==> config.mk <==
export PLATFORM = sky130hd
export DESIGN_NAME = collision_ctrl
export DESIGN_NICKNAME = d
export VERILOG_FILES = /design/src/rtl/pacman_pkg.sv /design/src/rtl/collision_ctrl_box_overlap.sv /design/src/rtl/collision_ctrl.sv
export SDC_FILE = /design/constraint.sdc
export NUM_CORES = 1
export LEC_CHECK = 0
export ABC_CLOCK_PERIOD_IN_PS = 4200
export CORE_ASPECT_RATIO = 0.5
export CORE_UTILIZATION = 50
export DETAILED_ROUTE_END_ITERATION = 12
export GPL_TIMING_DRIVEN = 0
export PLACE_DENSITY = 0.75
export SLEW_MARGIN = 20
export SYNTH_ARGS = -nofsm -noshare
export SYNTH_HDL_FRONTEND = slang
export SYNTH_SLANG_ARGS = --single-unit
==> constraint.sdc <==
create_clock -name clk_pix -period 4.2 [get_ports clk_pix]
set_input_delay 0.63 -clock clk_pix [delete_from_list [all_inputs] [get_ports clk_pix]]
set_output_delay 0.63 -clock clk_pix [all_outputs]
set_load 0.02 [all_outputs]
==> src/rtl/pacman_pkg.sv <==
// Shared game constants, coordinate types and the collision FSM state enum
// (the enum is also consumed by the debug overlay).
package pacman_pkg;

    localparam int SCR_W       = 1920;
    localparam int SCR_H       = 1080;
    localparam int COORD_W     = 12;
    localparam int ENEMY_SIZE  = 40;
    localparam int PLAYER_SIZE = 40;
    localparam int N_ENEMY     = 4;
    localparam int IDX_W       = $clog2(N_ENEMY);

    typedef enum logic [1:0] {
        IDLE,
        SCAN,
        HIT,
        OVER
    } state_t;

    typedef logic [COORD_W-1:0] coord_t;

endpackage

==> src/rtl/collision_ctrl_box_overlap.sv <==
// Combinational axis-aligned bounding-box overlap test between two squares.
// Far edges are formed one bit wider so coordinates near 4095 cannot wrap.
module box_overlap
    import pacman_pkg::*;
(
    input  logic [COORD_W-1:0] a_x,
    input  logic [COORD_W-1:0] a_y,
    input  logic [COORD_W-1:0] a_size,
    input  logic [COORD_W-1:0] b_x,
    input  logic [COORD_W-1:0] b_y,
    input  logic [COORD_W-1:0] b_size,
    output logic               hit
);

    logic [COORD_W:0] a_x_w;
    logic [COORD_W:0] a_y_w;
    logic [COORD_W:0] b_x_w;
    logic [COORD_W:0] b_y_w;
    logic [COORD_W:0] a_x_end;
    logic [COORD_W:0] a_y_end;
    logic [COORD_W:0] b_x_end;
    logic [COORD_W:0] b_y_end;

    assign a_x_w   = {1'b0, a_x};
    assign a_y_w   = {1'b0, a_y};
    assign b_x_w   = {1'b0, b_x};
    assign b_y_w   = {1'b0, b_y};
    assign a_x_end = a_x_w + {1'b0, a_size};
    assign a_y_end = a_y_w + {1'b0, a_size};
    assign b_x_end = b_x_w + {1'b0, b_size};
    assign b_y_end = b_y_w + {1'b0, b_size};

    // Strict compares: boxes that only share an edge are not a collision.
    assign hit = (a_x_w < b_x_end) && (b_x_w < a_x_end) &&
                 (a_y_w < b_y_end) && (b_y_w < a_y_end);

endmodule

==> src/rtl/collision_ctrl.sv <==
// Player/enemy collision controller: snapshots positions per frame, scans the
// enemies one per cycle, tracks lives/cooldown/game-over and pulses game_reset.
// Optional hit counter output enabled by defining COLLISION_HIT_COUNT_EN.
module collision_ctrl
    import pacman_pkg::*;
#(
    parameter int PLAYER_SIZE     = 40,
    parameter int ENEMY_SIZE      = 40,
    parameter int LIVES           = 3,
    parameter int COOLDOWN_FRAMES = 60
) (
    input  logic               clk_pix,
    input  logic               rstn,
    input  logic               frame_tick,
    input  logic               restart,
    input  logic [COORD_W-1:0] player_x,
    input  logic [COORD_W-1:0] player_y,
    input  logic [COORD_W-1:0] enemy0_x,
    input  logic [COORD_W-1:0] enemy0_y,
    input  logic [COORD_W-1:0] enemy1_x,
    input  logic [COORD_W-1:0] enemy1_y,
    input  logic [COORD_W-1:0] enemy2_x,
    input  logic [COORD_W-1:0] enemy2_y,
    input  logic [COORD_W-1:0] enemy3_x,
    input  logic [COORD_W-1:0] enemy3_y,
    output logic               game_reset,
    output logic [1:0]         hit_idx,
    output logic [1:0]         lives,
    output logic               game_over,
    output logic               busy
`ifdef COLLISION_HIT_COUNT_EN
    ,
    output logic [15:0]        hit_count
`endif
);

    localparam logic [1:0]       LIVES_INIT = 2'(LIVES);
    localparam logic [7:0]       COOL_INIT  = 8'(COOLDOWN_FRAMES);
    localparam logic [IDX_W-1:0] LAST_IDX   = IDX_W'(N_ENEMY - 1);

    state_t           state_reg;
    logic [IDX_W-1:0] idx_reg;
    logic [IDX_W-1:0] hit_idx_reg;
    logic [1:0]       lives_reg;
    logic [7:0]       cooldown_reg;
    logic             game_reset_reg;
    logic             game_over_reg;
    logic             busy_reg;

    logic [COORD_W-1:0] enemy_x_in [N_ENEMY];
    logic [COORD_W-1:0] enemy_y_in [N_ENEMY];
    logic [COORD_W-1:0] snap_ex    [N_ENEMY];
    logic [COORD_W-1:0] snap_ey    [N_ENEMY];
    logic [COORD_W-1:0] snap_px_reg;
    logic [COORD_W-1:0] snap_py_reg;
    logic               snap_en;
    logic               scan_hit;

    assign enemy_x_in[0] = enemy0_x;
    assign enemy_y_in[0] = enemy0_y;
    assign enemy_x_in[1] = enemy1_x;
    assign enemy_y_in[1] = enemy1_y;
    assign enemy_x_in[2] = enemy2_x;
    assign enemy_y_in[2] = enemy2_y;
    assign enemy_x_in[3] = enemy3_x;
    assign enemy_y_in[3] = enemy3_y;

    // Same condition that moves the FSM from IDLE into SCAN.
    assign snap_en = (state_reg == IDLE) && frame_tick && (cooldown_reg == 8'd0);

    always_ff @(posedge clk_pix or negedge rstn) begin
        if (!rstn) begin
            snap_px_reg <= '0;
            snap_py_reg <= '0;
        end else if (snap_en) begin
            snap_px_reg <= player_x;
            snap_py_reg <= player_y;
        end
    end

    generate
        for (genvar gi = 0; gi < N_ENEMY; gi++) begin : g_snap
            logic [COORD_W-1:0] ex_reg;
            logic [COORD_W-1:0] ey_reg;

            always_ff @(posedge clk_pix or negedge rstn) begin
                if (!rstn) begin
                    ex_reg <= '0;
                    ey_reg <= '0;
                end else if (snap_en) begin
                    ex_reg <= enemy_x_in[gi];
                    ey_reg <= enemy_y_in[gi];
                end
            end

            assign snap_ex[gi] = ex_reg;
            assign snap_ey[gi] = ey_reg;
        end
    endgenerate

    box_overlap u_box_overlap (
        .a_x    (snap_px_reg),
        .a_y    (snap_py_reg),
        .a_size (COORD_W'(PLAYER_SIZE)),
        .b_x    (snap_ex[idx_reg]),
        .b_y    (snap_ey[idx_reg]),
        .b_size (COORD_W'(ENEMY_SIZE)),
        .hit    (scan_hit)
    );

    always_ff @(posedge clk_pix or negedge rstn) begin
        if (!rstn) begin
            state_reg      <= IDLE;
            idx_reg        <= '0;
            hit_idx_reg    <= '0;
            lives_reg      <= LIVES_INIT;
            cooldown_reg   <= 8'd0;
            game_reset_reg <= 1'b0;
            game_over_reg  <= 1'b0;
            busy_reg       <= 1'b0;
        end else begin
            game_reset_reg <= 1'b0;
            case (state_reg)
                IDLE: begin
                    if (frame_tick) begin
                        if (cooldown_reg != 8'd0) begin
                            cooldown_reg <= cooldown_reg - 8'd1;
                        end else begin
                            state_reg <= SCAN;
                            idx_reg   <= '0;
                            busy_reg  <= 1'b1;
                        end
                    end
                end
                SCAN: begin
                    // Scan stops at the first overlap, so the lowest index wins.
                    if (scan_hit) begin
                        hit_idx_reg    <= idx_reg;
                        game_reset_reg <= 1'b1;
                        state_reg      <= HIT;
                    end else if (idx_reg == LAST_IDX) begin
                        state_reg <= IDLE;
                        busy_reg  <= 1'b0;
                    end else begin
                        idx_reg <= idx_reg + 1'b1;
                    end
                end
                HIT: begin
                    lives_reg    <= lives_reg - 2'd1;
                    cooldown_reg <= COOL_INIT;
                    busy_reg     <= 1'b0;
                    if (lives_reg == 2'd1) begin
                        state_reg     <= OVER;
                        game_over_reg <= 1'b1;
                    end else begin
                        state_reg <= IDLE;
                    end
                end
                OVER: begin
                    if (restart) begin
                        lives_reg      <= LIVES_INIT;
                        cooldown_reg   <= COOL_INIT;
                        game_reset_reg <= 1'b1;
                        game_over_reg  <= 1'b0;
                        state_reg      <= IDLE;
                    end
                end
                default: begin
                    state_reg <= IDLE;
                    busy_reg  <= 1'b0;
                end
            endcase
        end
    end

    assign game_reset = game_reset_reg;
    assign hit_idx    = hit_idx_reg;
    assign lives      = lives_reg;
    assign game_over  = game_over_reg;
    assign busy       = busy_reg;

`ifdef COLLISION_HIT_COUNT_EN
    logic [15:0] hit_count_reg;

    // Lifetime statistic: survives restart, saturates instead of wrapping.
    always_ff @(posedge clk_pix or negedge rstn) begin
        if (!rstn) begin
            hit_count_reg <= 16'd0;
        end else if ((state_reg == HIT) && (hit_count_reg != 16'hFFFF)) begin
            hit_count_reg <= hit_count_reg + 16'd1;
        end
    end

    assign hit_count = hit_count_reg;
`endif

endmodule

==> summary.txt, run 1 <==
Finish
  – Final Net Count: 915
  – Area Growth Syn to Fin: 28.3%
  – Post-layout util: 67.0%
  – N_diodes: 0
  – Fraction of layout cells with a size suffix above 1: 25.1%

Routing
  – Drt via density: 5.64
  – Metal3 WL: 747 um
  – Vias: 5,344
  – Detailed Route WL: 18.5 mm
  – Routed wire per std cell: 19.5 um
  – Drt first pass iters: 4
  – DRT met1 WL: 8.99 mm
  – Antenna Nets Post-Route: 0
  – Met2 WL post-DR: 8.55 mm
  – # DRC: 0
  – Max Used Layer: met4
  – Drt initial violations: 321

Placement
  – I/O Buffers: 130
  – Routability Congestion: 0.864
  – DP Worst Slack: 33.4 ps
  – Hpwl dp: 13.6 mm

Synth
  – Top_reg_cell synth: dfrtp_1
  – Synth async-reset ratio: 100%
  – Post-synth top area share: 44.7%
  – #FFs+latches synth: 139
  – Post-synth EDFFs: 0
  – Cell variety after synth: 59
  – Largest area contributor in the netlist: dfrtp_1
  – Synth Cell Area: 7670 um2
  – Mean Syn Cell Area: 13.1 um2
  – Register area share after synthesis: 45.4%
  – Top post-synthesis cells by area: dfrtp_1, mux2_2, ha_1
  – Syn Nets: 764
  – Yosys warns: 0
  – Synth Instances: 586

Floorplanning
  – Die Wd: 177 um
  – Row count: 31
  – Ports: 131
  – Total core area: 14,700 um2
  – Initial core utilization: 52.2%
  – Die footprint: 15,900 um2
  – Die height: 89.6 um

GRT
  – First-pass GRT wire length: 28.7 mm
  – Vias in the first global route: 5,435
  – Initial antenna violation count: 0
  – Grt ovf: 0
  – All-Layer GR Usage: 24.4%
  – Pin count of the biggest net entering global routing: 79

STA
  – Worst slew pin tran: 837 ps
  – Final Hold Vio Count: 0
  – Slew headroom: 44.2%
  – Fmax: 249 MHz
  – Final period util: 95.8%
  – Slew Limit Fails: 0
  – Post-route setup TNS: 0 ps
  – Worst Skew: 8.51 ps
  – Worst setup margin: 177 ps
  – Setup-failing EPs final: 0
  – Tmin final: 4020 ps

Power
  – Worst vdd ir: 262 uV
  – P_leak: 4.73 nW
  – PD cells: 407 nW/um2

CTS
  – Clk sinks: 139
  – CTS tree: yes
  – Inserted Clock Buffers: 17
  – Clk root buf: clkbuf_16
  – Clock slew at reported path FFs: 70 ps
  – H-tree Lvls: 4
  – Worst-case clock buffer depth: 2
  – Worst skew pair latency: 420 ps

Critical path
  – Crit-path slowest cell: mux4_1
  – R2r startpoint: idx_reg[1]
  – Worst path cell trace: buf_4 > buf_2 > buf_2 > mux4_1 > xor2_1 > ha_1 > and3_1 > o211ai_1 > a211o_1 > a32o_1 > nand4_2 > nor4b_4 > buf_4 > nor4_4 > mux2i_1
  – Data arrival time of the worst path: 4360 ps
  – Critical Path RT: 4540 ps
  – Critical path launch point: idx_reg[1]
  – CP startpoint kind: register
  – Setup CP Type: register to register
  – CP max FO: 10
  – Max incr delay on CP: 440 ps
  – Setup crit end kind: register

Min path
  – Worst min path class: input port to async pin

Status
  – Status: finished clean

Flow run
  – MaxCap Viol Count: 0
power by group:
group / internal [mW] / leakage, nW / total (mW) / switching [mW]
Sequential: 1.44 / 1.89 / 1.51 / 0.0745
Combinational: 0.493 / 2.55 / 1.00 / 0.511
Clock: 0.840 / 0.287 / 1.49 / 0.654
routing by layer:
layer	GRT usage (%)	vias to the layer above
li1	-	2496
met1	35.1	2699
met2	39.1	131
met3	4.17	18
met4	5.72	0
met5	0	-
per-stage QoR:
stage          hold slack (ps)  std cells  power, mW  cell area, um2
2_1_floorplan              334        586       2.13            7670
5_1_grt                    239        948       4.19            9840
6_report                   189        948       4.01            9840
3_3_place_gp               475        914       2.48            9220
4_1_cts                    212        948       4.01            9840
3_5_place_dp               483        915       2.51            9250
cell usage after synthesis (2+ instances only):
cell and number:
nand2_1 16, a221oi_1 2, a31oi_1 3, and4_1 4
nor2b_1 4, and2_1 2, a21o_1 9, dfstp_2 2
dfrtp_1 137, clkbuf_1 14, xor2_1 20, o21ai_0 19
a211oi_1 2, nor4bb_1 2, o31ai_1 3, mux4_2 4
a221o_1 2, o211ai_1 3, a21oi_1 16, nor2_1 29
mux4_1 20, o2111ai_1 5, nand3_1 10, mux2i_1 3
mux2_2 122, o21ai_1 2, a21oi_2 2, xnor2_1 9
o21a_1 3, buf_2 2, and3_1 7, nor3_1 6
ha_1 54, inv_1 23
layout by cell type, fill, tap and decap left out, types with 4 or more instances in the layout:
cell type and instances:
a21o_1 9, a21oi_1 16, and3_1 7, and4_1 4, clkbuf_1 14, clkbuf_16 17
clkdlybuf4s50_1 129, dfrtp_1 137, ha_1 54, inv_1 23, inv_6 5, inv_8 4
mux2_2 122, mux4_1 15, mux4_2 9, nand2_1 16, nand3_1 10, nor2_1 29
nor2b_1 4, nor3_1 6, o2111ai_1 5, o21ai_0 18, xnor2_1 9, xor2_1 20
cells by family (layout without fill, tap and decap cells):
| kind of cell | count (synthesis) | count (layout) | share of synthesized area (%) |
|---|---|---|---|
| compound gates | 81 | 81 | 7.19 |
| xor+xnor | 29 | 29 | 3.31 |
| fa+ha+maj | 54 | 54 | 8.81 |
| buf+inv | 44 | 208 | 2.68 |
| flops | 139 | 139 | 45.4 |
| mux | 149 | 149 | 26.3 |
| simple gates | 90 | 90 | 6.30 |
area by class of cell:
type	count	area, um2
tap	198	248
timing repair buffer	132	1340
inverter	23	86.3
buffer	21	123
fill	1101	4860
multi-input combinational	403	3980
clock inverter	15	154
sequential	139	3480
clock buffer	17	425
worst max-delay path: cells and delay by family, from the launching register on:
kind / cells / cell delay (ps)
buffers and inverters: 4 / 1050
XOR/XNOR: 1 / 200
adder cells (fa/ha/maj): 1 / 310
flip-flops: 1 / 370
AND/OR/NAND/NOR: 4 / 720
AO/OA/AOI/OAI: 3 / 630
multiplexers: 2 / 650
path summary, 6_finish.rpt:
check                                      end  slack [ps]  cells after the start
min reg2reg                    cooldown_reg[7]         490                      1
max reg2reg                               busy         180                     15
max in group asynchronous       snap_px_reg[0]        3310                      2
min                        g_snap[3].ey_reg[3]         190                      1
max                                       busy         180                     15
min in group clk_pix           cooldown_reg[7]         490                      1
what timing repair did:
item | 4_1_cts | 5_1_grt
pin swaps | 1 | 1
gates resized for setup | 0 | 10
buffers inserted | 1 | 0
hold endpoints to repair | 0 | 0
hold buffers | 0 | 0
endpoints found under the setup margin | 2 | 7
(Power assumes the default switching activity.)
==> run 2: changes to the inputs <==
--- a/config.mk
+++ b/config.mk
@@ -11,6 +11,7 @@
 export DETAILED_ROUTE_END_ITERATION = 12
 export GPL_TIMING_DRIVEN = 0
 export PLACE_DENSITY = 0.75
+export SETUP_SLACK_MARGIN = 0.05
 export SLEW_MARGIN = 20
 export SYNTH_ARGS = -nofsm -noshare
 export SYNTH_HDL_FRONTEND = slang
==> run 2 against run 1 <==
Fmax up 0.26%. Routed wire length down 0.16%. Design area unchanged. Largest cell class unchanged.
==> summary.txt, run 2 (synthesis results as in run 1) <==
Routing
  – Drt initial violations: 313 (-2.5%)
  – Detailed Route WL: 18.4 mm (-0.16%)
  – Max Used Layer: met4
  – DRT met1 WL: 8.93 mm (-0.69%)
  – Vias: 5,354 (+0.19%)
  – Antenna Nets Post-Route: 0 (unchanged)
  – Drt via density: 5.65 (+0.19%)
  – Metal3 WL: 698 um (-6.6%)
  – Routed wire per std cell: 19.5 um (-0.16%)
  – Drt first pass iters: 5 (+1)
  – # DRC: 0 (unchanged)
  – Met2 WL post-DR: 8.64 mm (+1.0%)

CTS
  – Clk sinks: 139 (unchanged)
  – CTS tree: yes
  – Clock slew at reported path FFs: 70 ps (about the same)
  – Clk root buf: clkbuf_16
  – Inserted Clock Buffers: 17 (unchanged)
  – Worst-case clock buffer depth: 2 (unchanged)
  – H-tree Lvls: 4 (unchanged)
  – Worst skew pair latency: 420 ps (about the same)

Finish
  – Post-route cell area: 9840 um2 (unchanged)
  – N_diodes: 0 (unchanged)
  – Fraction of layout cells with a size suffix above 1: 25.3% (+0.27 points)
  – Area Growth Syn to Fin: 28.3% (unchanged)
  – Filler Cell Count: 1,101 (unchanged)
  – Final Net Count: 915 (unchanged)
  – Commonest non-fill, non-tap cell in the layout: dfrtp_1
  – Most frequent cells in the layout: dfrtp_1, clkdlybuf4s50_1, mux2_2

STA
  – Min Hold Slack: 190 ps (+0.461 ps)
  – Slew Limit Fails: 0 (unchanged)
  – Post-route setup TNS: 0 ps (unchanged)
  – Worst slew pin tran: 840 ps (+3.21 ps)
  – Slew headroom: 44.0% (-0.21 points)
  – Final period util: 95.5% (-0.25 points)
  – Final Hold Vio Count: 0 (unchanged)
  – Worst Skew: 8.29 ps (-0.224 ps)
  – Fmax: 249 MHz (+0.26%)
  – RSZ-0062 raised after global routing: yes
  – Setup-failing EPs final: 0 (unchanged)
  – Tmin final: 4010 ps (-10.6 ps)

Critical path
  – Setup CP Type: register to register
  – Critical Path RT: 4540 ps (about the same)
  – CP startpoint kind: register
  – Critical R2R Capture: busy
  – R2r startpoint: idx_reg[1]
  – Worst path cell trace: buf_4 > buf_2 > buf_2 > mux4_1 > xor2_1 > ha_1 > and3_1 > o211ai_1 > a211o_1 > a32o_1 > nand4_2 > nor4b_4 > buf_4 > nor4_4 > mux2i_1
  – Setup crit end: busy
  – CP top delay family: buffers and inverters
  – Crit-path slowest cell: mux4_1
  – Data arrival time of the worst path: 4350 ps (about the same)
  – CP max FO: 10 (unchanged)
  – Critical path launch point: idx_reg[1]
  – Crit path buf inv count: 4 (unchanged)
  – Critical path depth: 15 (unchanged)
  – R2R setup slack: 190 ps (about the same)
  – Max incr delay on CP: 430 ps (about the same)
  – R2R cell count: 15 (unchanged)
  – Setup crit end kind: register

Min path
  – Worst min path class: input port to async pin

Floorplanning
  – Initial core utilization: 52.2% (unchanged)
  – Die height: 89.6 um (unchanged)
  – Ports: 131 (unchanged)
  – Die footprint: 15,900 um2 (unchanged)
  – Total core area: 14,700 um2 (unchanged)
  – Row count: 31 (unchanged)
  – Die Wd: 177 um (unchanged)

Flow run
  – MaxCap Viol Count: 0 (unchanged)

Power
  – PD cells: 407 nW/um2 (about the same)
  – Worst vdd ir: 261 uV (-0.47%)
  – P_leak: 4.72 nW (-0.13%)

Placement
  – I/O Buffers: 130 (unchanged)
  – Hpwl dp: 13.6 mm (unchanged)
  – Routability Congestion: 0.864 (unchanged)
  – Placed Area: 9250 um2 (unchanged)

GRT
  – All-Layer GR Usage: 24.4% (unchanged)
  – Vias in the first global route: 5,435 (unchanged)
  – Pin count of the biggest net entering global routing: 79 (unchanged)
  – First-pass GRT wire length: 28.7 mm (unchanged)
  – Grt ovf: 0 (unchanged)
  – Initial antenna violation count: 0 (unchanged)

Status
  – Status: finished clean
run 2: power by group:
part	switching [mW]	total, mW	internal [mW]
clock network	0.650	1.49	0.840
registers	0.0750	1.51	1.44
logic	0.510	1.00	0.493
total	1.24	4.01	2.77
run 2: worst register-to-register path, cell delays in order (launching register included):
cell and delay (ps):
dfrtp_1 370, buf_4 230, buf_2 290, buf_2 370, mux4_1 440, xor2_1 200, ha_1 310, and3_1 230
o211ai_1 100, a211o_1 290, a32o_1 240, nand4_2 140, nor4b_4 60, buf_4 170, nor4_4 290, mux2i_1 210
run 2: worst min path at each step:
stage	slack [ps]	to	start	depth (start not counted)
6_report	190	g_snap[3].ey_reg[3]	rstn	1
5_1_grt	240	g_snap[3].ey_reg[3]	rstn	1
4_1_cts	210	g_snap[3].ey_reg[3]	rstn	1
3_5_place_dp	480	cooldown_reg[7]	cooldown_reg[7]	1
3_3_place_gp	480	cooldown_reg[7]	cooldown_reg[7]	1
2_1_floorplan	330	busy	rstn	0
run 2: final cells by class:
cell class | instances | area, um2 | share of cell area (%)
clock inverter | 15 | 154 | 1.56
multi-input combinational | 403 | 3980 | 40.5
clock buffer | 17 | 425 | 4.32
tap | 198 | 248 | 2.52
inverter | 23 | 86.3 | 0.877
timing repair buffer | 132 | 1340 | 13.6
sequential | 139 | 3480 | 35.4
buffer | 21 | 123 | 1.25
run 2: per-layer routing:
layer	vias to the layer above	global-route usage (%)
li1	2495	-
met1	2723	35.1
met2	118	39.1
met3	18	4.17
met4	0	5.72
met5	-	0
run 2: timing repair:
| action | CTS | global route |
|---|---|---|
| cloned | 0 | 0 |
| pin swaps | 1 | 1 |
| endpoints found under the setup margin | 2 | 7 |
| resized for setup | 1 | 11 |
| buffers inserted | 1 | 0 |
| hold buffers | 0 | 0 |
run 2: through the flow:
step	worst slack, ps	cells	utilization (%)	total power [mW]
global placement	-3040	914	62.7	2.48
global route	13.3	948	67.0	4.19
CTS	96.9	948	66.9	4.01
floorplan	495	586	-	2.13
detailed placement	33.4	915	62.9	2.51
finish	188	948	67.0	4.01
